==> src/rtl/present_pkg.sv <==
// present_pkg: shared present type codes, effect states and default effect constants
package present_pkg;

    typedef enum logic [1:0] {
        PRES_LIFE   = 2'd0,
        PRES_FREEZE = 2'd1,
        PRES_SHIELD = 2'd2,
        PRES_BONUS  = 2'd3
    } present_t;

    typedef enum logic {
        EFF_IDLE,
        EFF_ACTIVE
    } effect_st_t;

    localparam int FREEZE_TIME_DEF  = 5;
    localparam int SHIELD_TIME_DEF  = 8;
    localparam int BONUS_POINTS_DEF = 50;
    localparam int TIMER_W_DEF      = 4;

endpackage

==> src/rtl/effect_timer.sv <==
// effect_timer: IDLE/ACTIVE effect FSM with a per-second countdown, reload and early consume
module effect_timer
    import present_pkg::*;
#(
    parameter int DURATION = 5,
    parameter int TIMER_W  = 4
) (
    input  logic               clk,
    input  logic               resetN,
    input  logic               clear,
    input  logic               load,
    input  logic               secClk,
    input  logic               consume,
    output logic               active,
    output logic [TIMER_W-1:0] remaining
);

    effect_st_t state;

    assign active = (state == EFF_ACTIVE);

    // priority: reset/clear, reload, consume, then the once-per-second countdown
    always_ff @(posedge clk) begin
        if (!resetN || clear) begin
            state     <= EFF_IDLE;
            remaining <= '0;
        end else if (load) begin
            state     <= EFF_ACTIVE;
            remaining <= TIMER_W'(DURATION);
        end else if (state == EFF_ACTIVE && consume) begin
            state     <= EFF_IDLE;
            remaining <= '0;
        end else if (state == EFF_ACTIVE && secClk) begin
            state     <= (remaining == TIMER_W'(1)) ? EFF_IDLE : EFF_ACTIVE;
            remaining <= remaining - TIMER_W'(1);
        end
    end

endmodule

==> src/rtl/present_effects.sv <==
// present_effects: applies collected presents (life, freeze, shield, bonus) and filters player hits
module present_effects
    import present_pkg::*;
#(
    parameter int FREEZE_TIME  = FREEZE_TIME_DEF,
    parameter int SHIELD_TIME  = SHIELD_TIME_DEF,
    parameter int BONUS_POINTS = BONUS_POINTS_DEF,
    parameter int TIMER_W      = TIMER_W_DEF
) (
    input  logic               clk,
    input  logic               resetN,
    input  logic               col_present,
    input  logic [1:0]         present_type,
    input  logic               secClk,
    input  logic               level_reset,
    input  logic               player_hit,
    output logic               add_life,
    output logic [7:0]         score_add,
    output logic               freeze_active,
    output logic               shield_active,
    output logic [TIMER_W-1:0] freeze_left,
    output logic [TIMER_W-1:0] shield_left,
    output logic               player_hit_out
);

    logic col_present_d;
    logic collect;

    assign collect = col_present & ~col_present_d;

    // edge detector and one-cycle pulse outputs; level_reset also rearms the edge detector
    always_ff @(posedge clk) begin
        if (!resetN || level_reset) begin
            col_present_d  <= 1'b0;
            add_life       <= 1'b0;
            score_add      <= '0;
            player_hit_out <= 1'b0;
        end else begin
            col_present_d  <= col_present;
            add_life       <= collect && present_type == PRES_LIFE;
            score_add      <= (collect && present_type == PRES_BONUS) ? 8'(BONUS_POINTS) : 8'd0;
            player_hit_out <= player_hit & ~shield_active;
        end
    end

    effect_timer #(.DURATION(FREEZE_TIME), .TIMER_W(TIMER_W)) u_freeze (
        .clk      (clk),
        .resetN   (resetN),
        .clear    (level_reset),
        .load     (collect && present_type == PRES_FREEZE),
        .secClk   (secClk),
        .consume  (1'b0),
        .active   (freeze_active),
        .remaining(freeze_left)
    );

    effect_timer #(.DURATION(SHIELD_TIME), .TIMER_W(TIMER_W)) u_shield (
        .clk      (clk),
        .resetN   (resetN),
        .clear    (level_reset),
        .load     (collect && present_type == PRES_SHIELD),
        .secClk   (secClk),
        .consume  (player_hit & shield_active),
        .active   (shield_active),
        .remaining(shield_left)
    );

endmodule

==> config.mk <==
export PLATFORM = sky130hd
export DESIGN_NAME = present_effects
export DESIGN_NICKNAME = d
export VERILOG_FILES = /design/src/rtl/present_pkg.sv /design/src/rtl/effect_timer.sv /design/src/rtl/present_effects.sv
export SDC_FILE = /design/constraint.sdc
export NUM_CORES = 1
export LEC_CHECK = 0
export BUFFER_PORTS_ARGS = -buffer_cell sky130_fd_sc_hd__buf_2
export CAP_MARGIN = 40
export CORE_MARGIN = 5
export CORE_UTILIZATION = 39
export DETAILED_ROUTE_END_ITERATION = 6
export PLACE_DENSITY = 0.75
export SLEW_MARGIN = 10
export SYNTH_ARGS = -nofsm -noshare
export SYNTH_HDL_FRONTEND = slang
export SYNTH_SLANG_ARGS = --single-unit
==> constraint.sdc <==
create_clock -name clk -period 1.4 [get_ports clk]
set_input_delay 0.28 -clock clk [delete_from_list [all_inputs] [get_ports clk]]
set_output_delay 0.28 -clock clk [all_outputs]
set_load 0.02 [all_outputs]
Yosys cells after proc, flatten, opt, wreduce, memory -nomap -nowiden

Index checks and enable logic that the tools add are counted.

Add/subtract/negate cells: 2
Equal/unequal tests: 5
Multiplexer cells: 13
Bitwise operators: 5
Reduce and logical (&&, ||, !) cells: 14

Operator list:

| operator                                                               | number |
|---|---|
| 4-bit two-way mux                                                      | 3 |
| 4-bit by 1-bit equality test with 1-bit output (second input constant) | 2 |
| 4-bit by 1-bit subtractor with 4-bit output (second input constant)    | 2 |
| 1-bit logical AND                                                      | 7 |
| 1-bit two-way mux                                                      | 7 |
| 3-bit two-way mux                                                      | 2 |
| 6-bit two-way mux                                                      | 1 |
| 2-bit equality test (second input constant)                            | 2 |
| 1-bit bitwise AND                                                      | 3 |
| 3-bit nonzero test                                                     | 1 |
| 3-bit OR reduction                                                     | 1 |
| 2-bit by 1-bit equality test with 1-bit output (second input constant) | 1 |
| 2-bit zero test                                                        | 1 |
| 1-bit inverter                                                         | 2 |
| 2-bit nonzero test                                                     | 1 |
| 2-bit OR reduction                                                     | 1 |
| 1-bit zero test                                                        | 1 |
| 1-bit logical OR                                                       | 1 |

Flip-flop bits (word level): 21
Output and inout port bits: 20

Logic depth before layout (Yosys ltp)

Gate-level depths: netlist (run 1).

Depth after elaboration: 5
Mapped depth: 5

Modules after synthesis

Synthesis (run 1) repeated with hierarchy kept, for this count alone.

Cell total of the unflattened synthesis: 84
Area total of the unflattened synthesis: 744.5 µm²

Modules (own cells, without submodules):

| module                  | times used | cells each | area each (µm²) |
|---|---|---|---|
| effect_timer (u_freeze) | 1          | 32         | 267.8 |
| effect_timer (u_shield) | 1          | 30         | 262.8 |
| present_effects         | 1          | 22         | 214.0 |

Worst setup path after synthesis (run 1)

No wires, ideal clock.

Path kind: reg2reg
Start point: reg u_shield.remaining[0]
End point: reg u_shield.remaining[3]
Setup time: 74 ps
Arrival: 1,301 ps
Path slack: 25 ps
Cell stages (with the launch flop): 4
Buffers on the path: 0
Period minus slack after synthesis: 1,375 ps
Cells stage by stage: dfxtp_1 > or3_1 > or4_1 > a31oi_1

Word-level cells in the longest chain between the ends: 4

Ends and longest elaborated chain:

| item                                        | RTL line           | source |
|---|---|---|
| start: declaration                          | effect_timer.sv:15 | `output logic [TIMER_W-1:0] remaining` |
| start signal: assignment                    | effect_timer.sv:29 | `remaining <= TIMER_W'(DURATION);` |
| start signal: assignment                    | effect_timer.sv:35 | `remaining <= remaining - TIMER_W'(1);` |
| 4-bit by 1-bit subtractor with 4-bit output | effect_timer.sv:35 |  |
| 4-bit two-way mux                           | effect_timer.sv:33 | `end else if (state == EFF_ACTIVE && secClk) begin` |
| 4-bit two-way mux                           | effect_timer.sv:30 | `end else if (state == EFF_ACTIVE && consume) begin` |
| 4-bit two-way mux                           | effect_timer.sv:27 | `end else if (load) begin` |

No other way between the ends. The select of a mux whose other input is x is not followed.
A chain may end at the register's enable or synchronous reset.

Final worst setup path (run 1)

Start point: reg u_shield.remaining[1]
End point: reg u_shield.remaining[3]

Same word-level chain as after synthesis.

==> results of run 1 <==
==> kinds of logic after synthesis <==
family,after synthesis
buf+inv,14
simple gates,25
compound gates,14
xor+xnor,4
flops,14
fa+ha+maj,4
other cells,1
==> state kept, by name (all words and copies together), names as in the netlist <==
signal	count
player_hit_out	1
u_shield.active	1
u_freeze.remaining	4
score_add	1
col_present_d	1
u_freeze.active	1
add_life	1
u_shield.remaining	4
==> layout make-up <==
type	count	area, sq um
sequential	14	280
timing repair buffer	24	125
multi-input combinational	52	330
tap	17	21.3
clock buffer	4	36.3
inverter	5	18.8
fill	174	877
==> report_power, final <==
part,leakage (nW),internal (mW),switching (mW)
logic,0.234,0.0261,0.0529
registers,0.113,0.405,0.00520
clock network,0.0210,0.158,0.137
total,0.368,0.590,0.195
==> worst max-delay path, delay by kind of cell, from the launching register on <==
kind	cells	cell delay [ns]
and+or+nand+nor	2	0.76
DFF	1	0.33
AOI/OAI and AO/OA	1	0.16
==> cell usage in the layout, fill, tap and decap left out <==
| cell | instances |
|---|---|
| a21oi_1 | 7 |
| a311oi_1 | 2 |
| a31oi_1 | 1 |
| and2_1 | 1 |
| buf_2 | 22 |
| buf_4 | 2 |
| clkbuf_4 | 3 |
| clkbuf_8 | 1 |
| conb_1 | 5 |
| dfxtp_1 | 14 |
| ha_1 | 4 |
| inv_1 | 5 |
| nand2_1 | 7 |
| nand2b_1 | 2 |
| nand3_1 | 3 |
| nand4bb_1 | 2 |
| nor2_1 | 2 |
| nor2b_1 | 1 |
| nor3_1 | 2 |
| nor4_1 | 1 |
| o211ai_1 | 1 |
| o21ai_0 | 1 |
| o311ai_0 | 1 |
| o31ai_1 | 1 |
| or3_1 | 3 |
| or4_1 | 1 |
| xnor2_1 | 2 |
| xor2_1 | 2 |
==> through the flow <==
| step | area, sq um | power [mW] |
|---|---|---|
| after detailed placement | 776 | 0.498 |
| after global routing | 812 | 0.821 |
| after floorplan | 691 | 0.483 |
| after CTS | 812 | 0.794 |
| final | 812 | 0.785 |
| after global placement | 776 | 0.496 |
==> layer usage <==
| layer | vias to the layer above | share of wire (%) | track usage [%] |
|---|---|---|---|
| li1 | 297 | - | - |
| met1 | 279 | 43 | 13.6 |
| met5 | - | 0 | 0 |
| met2 | 21 | 48 | 20.3 |
| met3 | 2 | 8.5 | 7.16 |
| met4 | 0 | 0.69 | 3.49 |
==> path summary, 6_finish.rpt <==
path / start / end / slack (ns) / cells after the start
max: u_shield.remaining[1] / u_shield.remaining[3] / 0.09 / 3
min: present_type[0] / add_life / 0.19 / 2
max reg2reg: u_shield.remaining[1] / u_shield.remaining[3] / 0.09 / 3
min reg2reg: u_freeze.remaining[3] / u_freeze.remaining[3] / 0.51 / 2
==> cells in the mapped netlist <==
cell type	count	area, sq um
a21oi_1	7	35.0
o211ai_1	1	7.51
nor2b_1	1	6.26
or3_1	3	18.8
buf_4	7	52.6
nand2b_1	2	12.5
nand4bb_1	2	22.5
inv_1	5	18.8
clkbuf_1	1	3.75
xor2_1	2	17.5
nand3_1	3	15.0
and2_1	1	6.26
nor2_1	2	7.51
dfxtp_1	14	280
or4_1	1	7.51
o311ai_0	1	8.76
ha_1	4	50.1
conb_1	1	3.75
o21ai_0	1	5.00
xnor2_1	2	17.5
nor3_1	2	10.0
nand2_1	7	26.3
nor4_1	1	6.26
a31oi_1	1	6.26
o31ai_1	1	7.51
buf_2	1	5.00
a311oi_1	2	17.5
==> flow_summary_export.csv, run 1 <==
group,metric,value,unit
status,status,"finished, final reports clean",
layout,final_cells,116,
timing,setup_viol,0,
clock_network,clkTransAtPathRegs,0.09,ns
routing,wl_per_cell,12.5,um
synth,yosys_warnings,0,
synth,synth_xor_area_share,5.19,%
pwr,powerDensity,967,mW/mm^2
timing,fmax,0.763,GHz
routing,vias,599,
clock_network,cts_tree,"built",
worst_setup_path,arrival,1.53,ns
routing,drtPass1Iterations,4,
timing,period_share,93.6,%
floorplan,fp.dieH,51.6,um
timing,drv_slew,0,
floorplan,die_w,51.6,um
routing,avgViaCountPerCell,5.16,
placement,portBuffers,22,
worst_setup_path,cp-end-kind,"register",
worst_setup_path,cpPeakStageDelay,0.40,ns
timing,worst_slack,0.0902,ns
synth,synth.avg_cell_area,8.89,sq um
timing,grt_setup_unrepaired,"no",
global_routing,grt_use_total,12.4,%
worst_setup_path,start_kind,"register",
worst_setup_path,path_cells,"or3_1 -> or4_1 -> a31oi_1",
floorplan,io_pins,28,
placement,globalplace.congestion,0.807,
placement,hpwl,1180,um
timing,finalHoldWorstSlack,0.195,ns
floorplan,fp.coreArea,0.00169,sq mm
layout,area_growth,20.2,%
clock_network,cts_hold_buf,0,
clock_network,clockBufferDepth,2,
worst_setup_path,required,1.62,ns
timing,finalHoldViolations,0,
synth,ys_ff_latch,14,
job,cap_violations,0,
clock_network,clk_latency,0.28,ns
worst_setup_path,critical_path_class,"register to register",
layout,fin_nets,112,
global_routing,antenna_found_initial,0,
min_path,hp-class,"input port to register",
global_routing,grt_overflow_total,0,
routing,drc,0,
synth,synth_top_family_by_area,"simple AND/OR/NAND/NOR gates",
placement,dp_slack,0.0890,ns
pwr,leakagePower,0.368,nW
pwr,peakVddDrop,839,uV
synth,synth_cell_types,27,
timing,finalCriticalPeriod,1.31,ns
timing,skew,0.00701,ns
floorplan,dieArea,0.00266,sq mm
global_routing,grt_max_degree,11,
global_routing,grt_pass1_wl,2460,um
layout,post-route-util,48.1,%
synth,synth_compound_area_share,13.0,%
routing,dr.first_iter.drc_count,7,
clock_network,numCtsBuffers,3,
global_routing,grt_pass1_vias,586,
routing,wl,1450,um
timing,fin_setup_tns,0,ns
clock_network,postCtsSetupRepairBufs,0,
synth,ys_seq_area_share,41.5,%
synth,syn_inst,76,
clock_network,cts_sinks,14,
clock_network,h-tree-depth,1,
floorplan,start_util,40.0,%
synth,synth-simple-area-share,20.6,%
floorplan,rows,15,
clock_network,cts_resized,0,
synth,synth_mux_area_share,0,%
synth,syn_area,676,sq um
worst_setup_path,worstPathMaxFanout,4,
placement,dpl.cell_count,112,
routing,ant_nets,0,
layout,drive_gt1_share,28.3,%
synth,synth_fa_ha_area_share,7.41,%
clock_network,clockRootBuffer,"clkbuf_4",
layout,diodes,0,
worst_setup_path,slowest_stage,"or4_1",
Power figures use the tool's default switching activity.
==> run 2, diff against run 1 <==
--- a/config.mk
+++ b/config.mk
@@ -11,6 +11,7 @@
 export CORE_UTILIZATION = 39
 export DETAILED_ROUTE_END_ITERATION = 6
 export PLACE_DENSITY = 0.75
+export REMOVE_ABC_BUFFERS = 1
 export SLEW_MARGIN = 10
 export SYNTH_ARGS = -nofsm -noshare
 export SYNTH_HDL_FRONTEND = slang
==> flow_summary_export.csv, run 2 (synthesized netlist as in run 1, its figures left out) <==
group,metric,value,unit
job,cap_violations,0,
layout,post-route-util,48.1,%
clock_network,numCtsBuffers,3,
worst_setup_path,slowest_stage,"or4_1",
worst_setup_path,required,1.61,ns
clock_network,cts_tree,"built",
layout,fill_cells,175,
timing,period_share,93.2,%
worst_setup_path,path_cells,"or3_1 -> or4_1 -> a31oi_1",
floorplan,fp.coreArea,0.00169,sq mm
global_routing,grt_pass1_vias,533,
worst_setup_path,crit_buf_inv,0,
pwr,p_clk_share,36.9,%
pwr,netSwitchingFraction,24.3,%
timing,fin_setup_tns,0,ns
worst_setup_path,r2r_start,"u_shield.remaining[0]",
timing,setup_viol,0,
layout,final_cell_mix,"22 x buf_2, 14 x dfxtp_1, 7 x nand2_1, 7 x a21oi_1",
pwr,p_int,0.591,mW
pwr,pwr-share-seq,52.6,%
layout,drive_gt1_share,28.3,%
floorplan,die_w,51.6,um
timing,skew,0.00143,ns
worst_setup_path,cpPeakStageDelay,0.40,ns
worst_setup_path,critical_path_class,"register to register",
layout,largestRegisters,"u_freeze.remaining x4, u_shield.remaining x4",
worst_setup_path,start_kind,"register",
min_path,hp-class,"input port to register",
routing,drtPass1Iterations,4,
global_routing,grt_pass1_wl,2400,um
timing,drv_slew,0,
layout,stdcell_area,812,sq um
pwr,peakVddDrop,494,uV
worst_setup_path,cp-end-kind,"register",
pwr,powerDensity,961,mW/mm^2
routing,vias,602,
layout,diodes,0,
floorplan,rows,15,
worst_setup_path,critPathTopFamily,"simple AND/OR/NAND/NOR gates",
pwr,combPwrFrac,10.5,%
layout,fin_nets,112,
min_path,hold-path-endpoint,"add_life",
clock_network,clockRootBuffer,"clkbuf_4",
min_path,holdPathStages,2,
worst_setup_path,cp.depth,3,
pwr,leakagePower,0.367,nW
timing,grt_setup_unrepaired,"no",
global_routing,grt_overflow_total,0,
placement,hpwl,1150,um
pwr,power,0.781,mW
placement,post_dp_cell_area,776,sq um
global_routing,antenna_found_initial,0,
global_routing,grt_use_total,12.0,%
routing,drc,0,
status,status,"finished, final reports clean",
clock_network,clk_latency,0.28,ns
min_path,min_from,"present_type[1]",
layout,area_growth,20.2,%
timing,finalCriticalPeriod,1.30,ns
clock_network,h-tree-depth,1,
clock_network,cts_sinks,14,
floorplan,fp.dieH,51.6,um
placement,portBuffers,22,
floorplan,io_pins,28,
worst_setup_path,arrival,1.52,ns
layout,final_cells,116,
routing,wl_per_cell,12.4,um
placement,globalplace.congestion,0.804,
placement,dpl.cell_count,112,
routing,wl,1430,um
timing,fmax,0.767,GHz
clock_network,clockBufferDepth,2,
pwr,p_sw,0.189,mW
worst_setup_path,worstPathMaxFanout,4,
timing,finalHoldViolations,0,
floorplan,dieArea,0.00266,sq mm
routing,avgViaCountPerCell,5.19,
clock_network,postCtsSetupRepairBufs,0,
layout,final_common_cell,"buf_2",
worst_setup_path,r2r-end,"u_shield.remaining[3]",
worst_setup_path,r2r_cells,3,
routing,dr.first_iter.drc_count,11,
routing,ant_nets,0,
clock_network,clkTransAtPathRegs,0.08,ns
worst_setup_path,r2r_setup_slack,0.1,ns
global_routing,grt_max_degree,9,
floorplan,start_util,40.0,%
## run 2: cell counts in the layout (fill, tap and decap cells not counted)
No cell type changed its count.
## run 2: per-layer routing
metal / vias to the layer above / track usage, % / part of all wire, %
met1: 269 / 14.4 / 43
met5: - / 0 / 0
met2: 31 / 18.9 / 46
li1: 298 / - / -
met3: 4 / 4.58 / 10
met4: 0 / 5.24 / 1.3
## run 2: worst max path at each step
stage | slack [ns] | from | endpoint
after global placement | 0.1 | u_shield.remaining[0] | u_shield.remaining[3]
after detailed placement | 0.07 | u_shield.remaining[0] | u_shield.remaining[3]
after global routing | 0.02 | u_shield.remaining[0] | u_shield.remaining[3]
final | 0.1 | u_shield.remaining[0] | u_shield.remaining[3]
after floorplan | 0.02 | u_shield.remaining[0] | u_shield.remaining[3]
after CTS | 0.06 | u_shield.remaining[0] | u_shield.remaining[3]
## run 2: final cells by class
| type | instances | area (sq um) | share of cell area (%) |
|---|---|---|---|
| multi-input combinational | 52 | 330 | 40.7 |
| sequential | 14 | 280 | 34.5 |
| timing repair buffer | 24 | 125 | 15.4 |
| clock buffer | 4 | 36.3 | 4.47 |
| tap | 17 | 21.3 | 2.62 |
| inverter | 5 | 18.8 | 2.31 |
## run 2: power groups by stage
stage | clock, mW | sequential (mW) | combinational, mW
2_1_floorplan | 0 | 0.429 | 0.0377
3_3_place_gp | 0 | 0.419 | 0.0790
3_5_place_dp | 0 | 0.420 | 0.0808
4_1_cts | 0.299 | 0.411 | 0.0811
5_1_grt | 0.322 | 0.412 | 0.0895
6_report | 0.288 | 0.411 | 0.0816
## run 2: what timing repair did
| action | 4_1_cts | 5_1_grt |
|---|---|---|
| hold buffers | 0 | 0 |
| setup endpoints to repair | 0 | 1 |
| gates resized for setup | 0 | 0 |
## run 2: stage by stage
stage               worst slack [ns]  hold slack (ns)
CTS                           0.0593            0.195
floorplan                     0.0244            0.358
finish                        0.0956            0.207
global placement              0.0981            0.485
detailed placement            0.0677            0.491
global route                  0.0161            0.190
==> run 3, diff against run 2 <==
--- a/config.mk
+++ b/config.mk
@@ -5,12 +5,13 @@
 export SDC_FILE = /design/constraint.sdc
 export NUM_CORES = 1
 export LEC_CHECK = 0
-export BUFFER_PORTS_ARGS = -buffer_cell sky130_fd_sc_hd__buf_2
 export CAP_MARGIN = 40
 export CORE_MARGIN = 5
 export CORE_UTILIZATION = 39
 export DETAILED_ROUTE_END_ITERATION = 6
-export PLACE_DENSITY = 0.75
+export DONT_BUFFER_PORTS = 1
+export PLACE_DENSITY = 0.6
+export RECOVER_POWER = 100
 export REMOVE_ABC_BUFFERS = 1
 export SLEW_MARGIN = 10
 export SYNTH_ARGS = -nofsm -noshare
==> flow_summary_export.csv, run 3 (synthesized netlist as in run 1, its figures left out) <==
group,metric,value,unit
timing,fmax,0.764,GHz
routing,drtPass1Iterations,4,
routing,wl_per_cell,13.9,um
pwr,peakVddDrop,351,uV
routing,dr.first_iter.drc_count,9,
floorplan,fp.coreArea,0.00169,sq mm
layout,seq_area,280,sq um
layout,fin_nets,98,
clock_network,clockRootBuffer,"clkbuf_4",
worst_setup_path,worstPathMaxFanout,2,
status,status,"finished, final reports clean",
timing,setup_viol,0,
clock_network,numCtsBuffers,3,
placement,portBuffers,0,
pwr,p_int,0.521,mW
timing,grt_setup_unrepaired,"no",
clock_network,cts_resized,0,
clock_network,cts_tree,"built",
layout,area_growth,6.67,%
layout,final_cell_mix,"14 x dfxtp_1, 7 x nand2_1, 7 x a21oi_1",
clock_network,clk_latency,0.27,ns
layout,drive_gt1_share,8.33,%
pwr,leakagePower,0.266,nW
pwr,powerDensity,960,mW/mm^2
layout,fill_cells,180,
clock_network,cts_hold_buf,0,
worst_setup_path,r2r-end,"u_shield.remaining[3]",
min_path,hp-class,"input port to register",
worst_setup_path,required,1.61,ns
timing,finalHoldViolations,0,
timing,fin_setup_tns,0,ns
layout,diodes,0,
global_routing,grt_max_degree,11,
worst_setup_path,start_kind,"register",
worst_setup_path,cp-end-kind,"register",
floorplan,io_pins,28,
layout,largestRegisters,"u_freeze.remaining x4, u_shield.remaining x4",
floorplan,die_w,51.6,um
placement,globalplace.congestion,0.812,
worst_setup_path,r2r_setup_slack,0.09,ns
job,cap_violations,0,
pwr,p_sw,0.172,mW
worst_setup_path,critical_path_class,"register to register",
pwr,p_clk_share,32.3,%
clock_network,cts_sinks,14,
global_routing,grt_pass1_vias,505,
clock_network,h-tree-depth,1,
global_routing,grt_pass1_wl,2240,um
pwr,combPwrFrac,8.3,%
floorplan,fp.dieH,51.6,um
placement,hpwl,1120,um
timing,skew,0.00263,ns
floorplan,rows,15,
floorplan,dieArea,0.00266,sq mm
routing,drc,0,
timing,drv_slew,0,
global_routing,grt_use_total,11.3,%
routing,wl,1410,um
global_routing,grt_overflow_total,0,
worst_setup_path,crit_path_start,"u_shield.remaining[0]",
worst_setup_path,r2r_start,"u_shield.remaining[0]",
worst_setup_path,r2r_cells,3,
global_routing,antenna_found_initial,0,
pwr,netSwitchingFraction,24.8,%
layout,multi_input_area,330,sq um
floorplan,start_util,40.0,%
routing,avgViaCountPerCell,5.33,
pwr,power,0.692,mW
clock_network,clkTransAtPathRegs,0.08,ns
layout,final_common_cell,"dfxtp_1",
routing,vias,538,
worst_setup_path,arrival,1.51,ns
clock_network,clockBufferDepth,2,
timing,period_share,93.5,%
pwr,pwr-share-seq,59.4,%
clock_network,postCtsSetupRepairBufs,0,
timing,finalCriticalPeriod,1.31,ns
worst_setup_path,crit_path_end,"u_shield.remaining[3]",
routing,ant_nets,0,
-- run 3: routing by layer --
| metal | GRT usage [%] | vias up | wire length, um |
|---|---|---|---|
| met5 | 0 | - | 0 |
| met4 | 7.86 | 0 | 0 |
| met3 | 3.15 | 0 | 77 |
| met2 | 17.2 | 15 | 737 |
| met1 | 13.5 | 256 | 590 |
| li1 | - | 267 | - |
-- run 3: how the worst min path moves through the flow --
| stage | startpoint | end | slack (ns) | cells past startpoint |
|---|---|---|---|---|
| after CTS | present_type[1] | add_life | 0.06 | 1 |
| after global placement | present_type[1] | add_life | 0.36 | 1 |
| after global routing | present_type[0] | add_life | 0.07 | 1 |
| after detailed placement | present_type[1] | add_life | 0.36 | 1 |
| final | present_type[1] | add_life | 0.07 | 1 |
| after floorplan | present_type[1] | add_life | 0.36 | 1 |
-- run 3: worst max-delay path, cell delays in order, from the launching register on --
cell     delay, ns
dfxtp_1       0.31
or3_1         0.38
or4_1         0.39
a31oi_1       0.16
-- run 3: cell type report --
type / count / share of cell area (%)
flip-flops and latches: 14 / 38.9
multi-input cells: 52 / 45.8
inverters: 5 / 2.60
well taps: 17 / 2.95
repair buffers: 10 / 6.60
clock buffers: 3 / 3.13
-- run 3: power groups by stage --
stage	sequential [mW]	combinational [mW]	clock [mW]
6_report	0.411	0.0574	0.224
5_1_grt	0.412	0.0630	0.248
4_1_cts	0.411	0.0604	0.232
3_5_place_dp	0.421	0.0602	0
3_3_place_gp	0.420	0.0598	0
2_1_floorplan	0.429	0.0377	0
-- run 3: per-stage QoR --
stage / worst slack, ns / cell area (sq um) / hold slack, ns / cells / util (%)
detailed placement: 0.0925 / 726 / 0.361 / 98 / 43.0
CTS: 0.0893 / 748 / 0.0637 / 101 / 44.3
global route: 0.00569 / 721 / 0.0687 / 101 / 42.7
global placement: 0.124 / 726 / 0.361 / 98 / 43.0
floorplan: 0.0244 / 629 / 0.358 / 71 / -
finish: 0.0916 / 721 / 0.0701 / 101 / 42.7
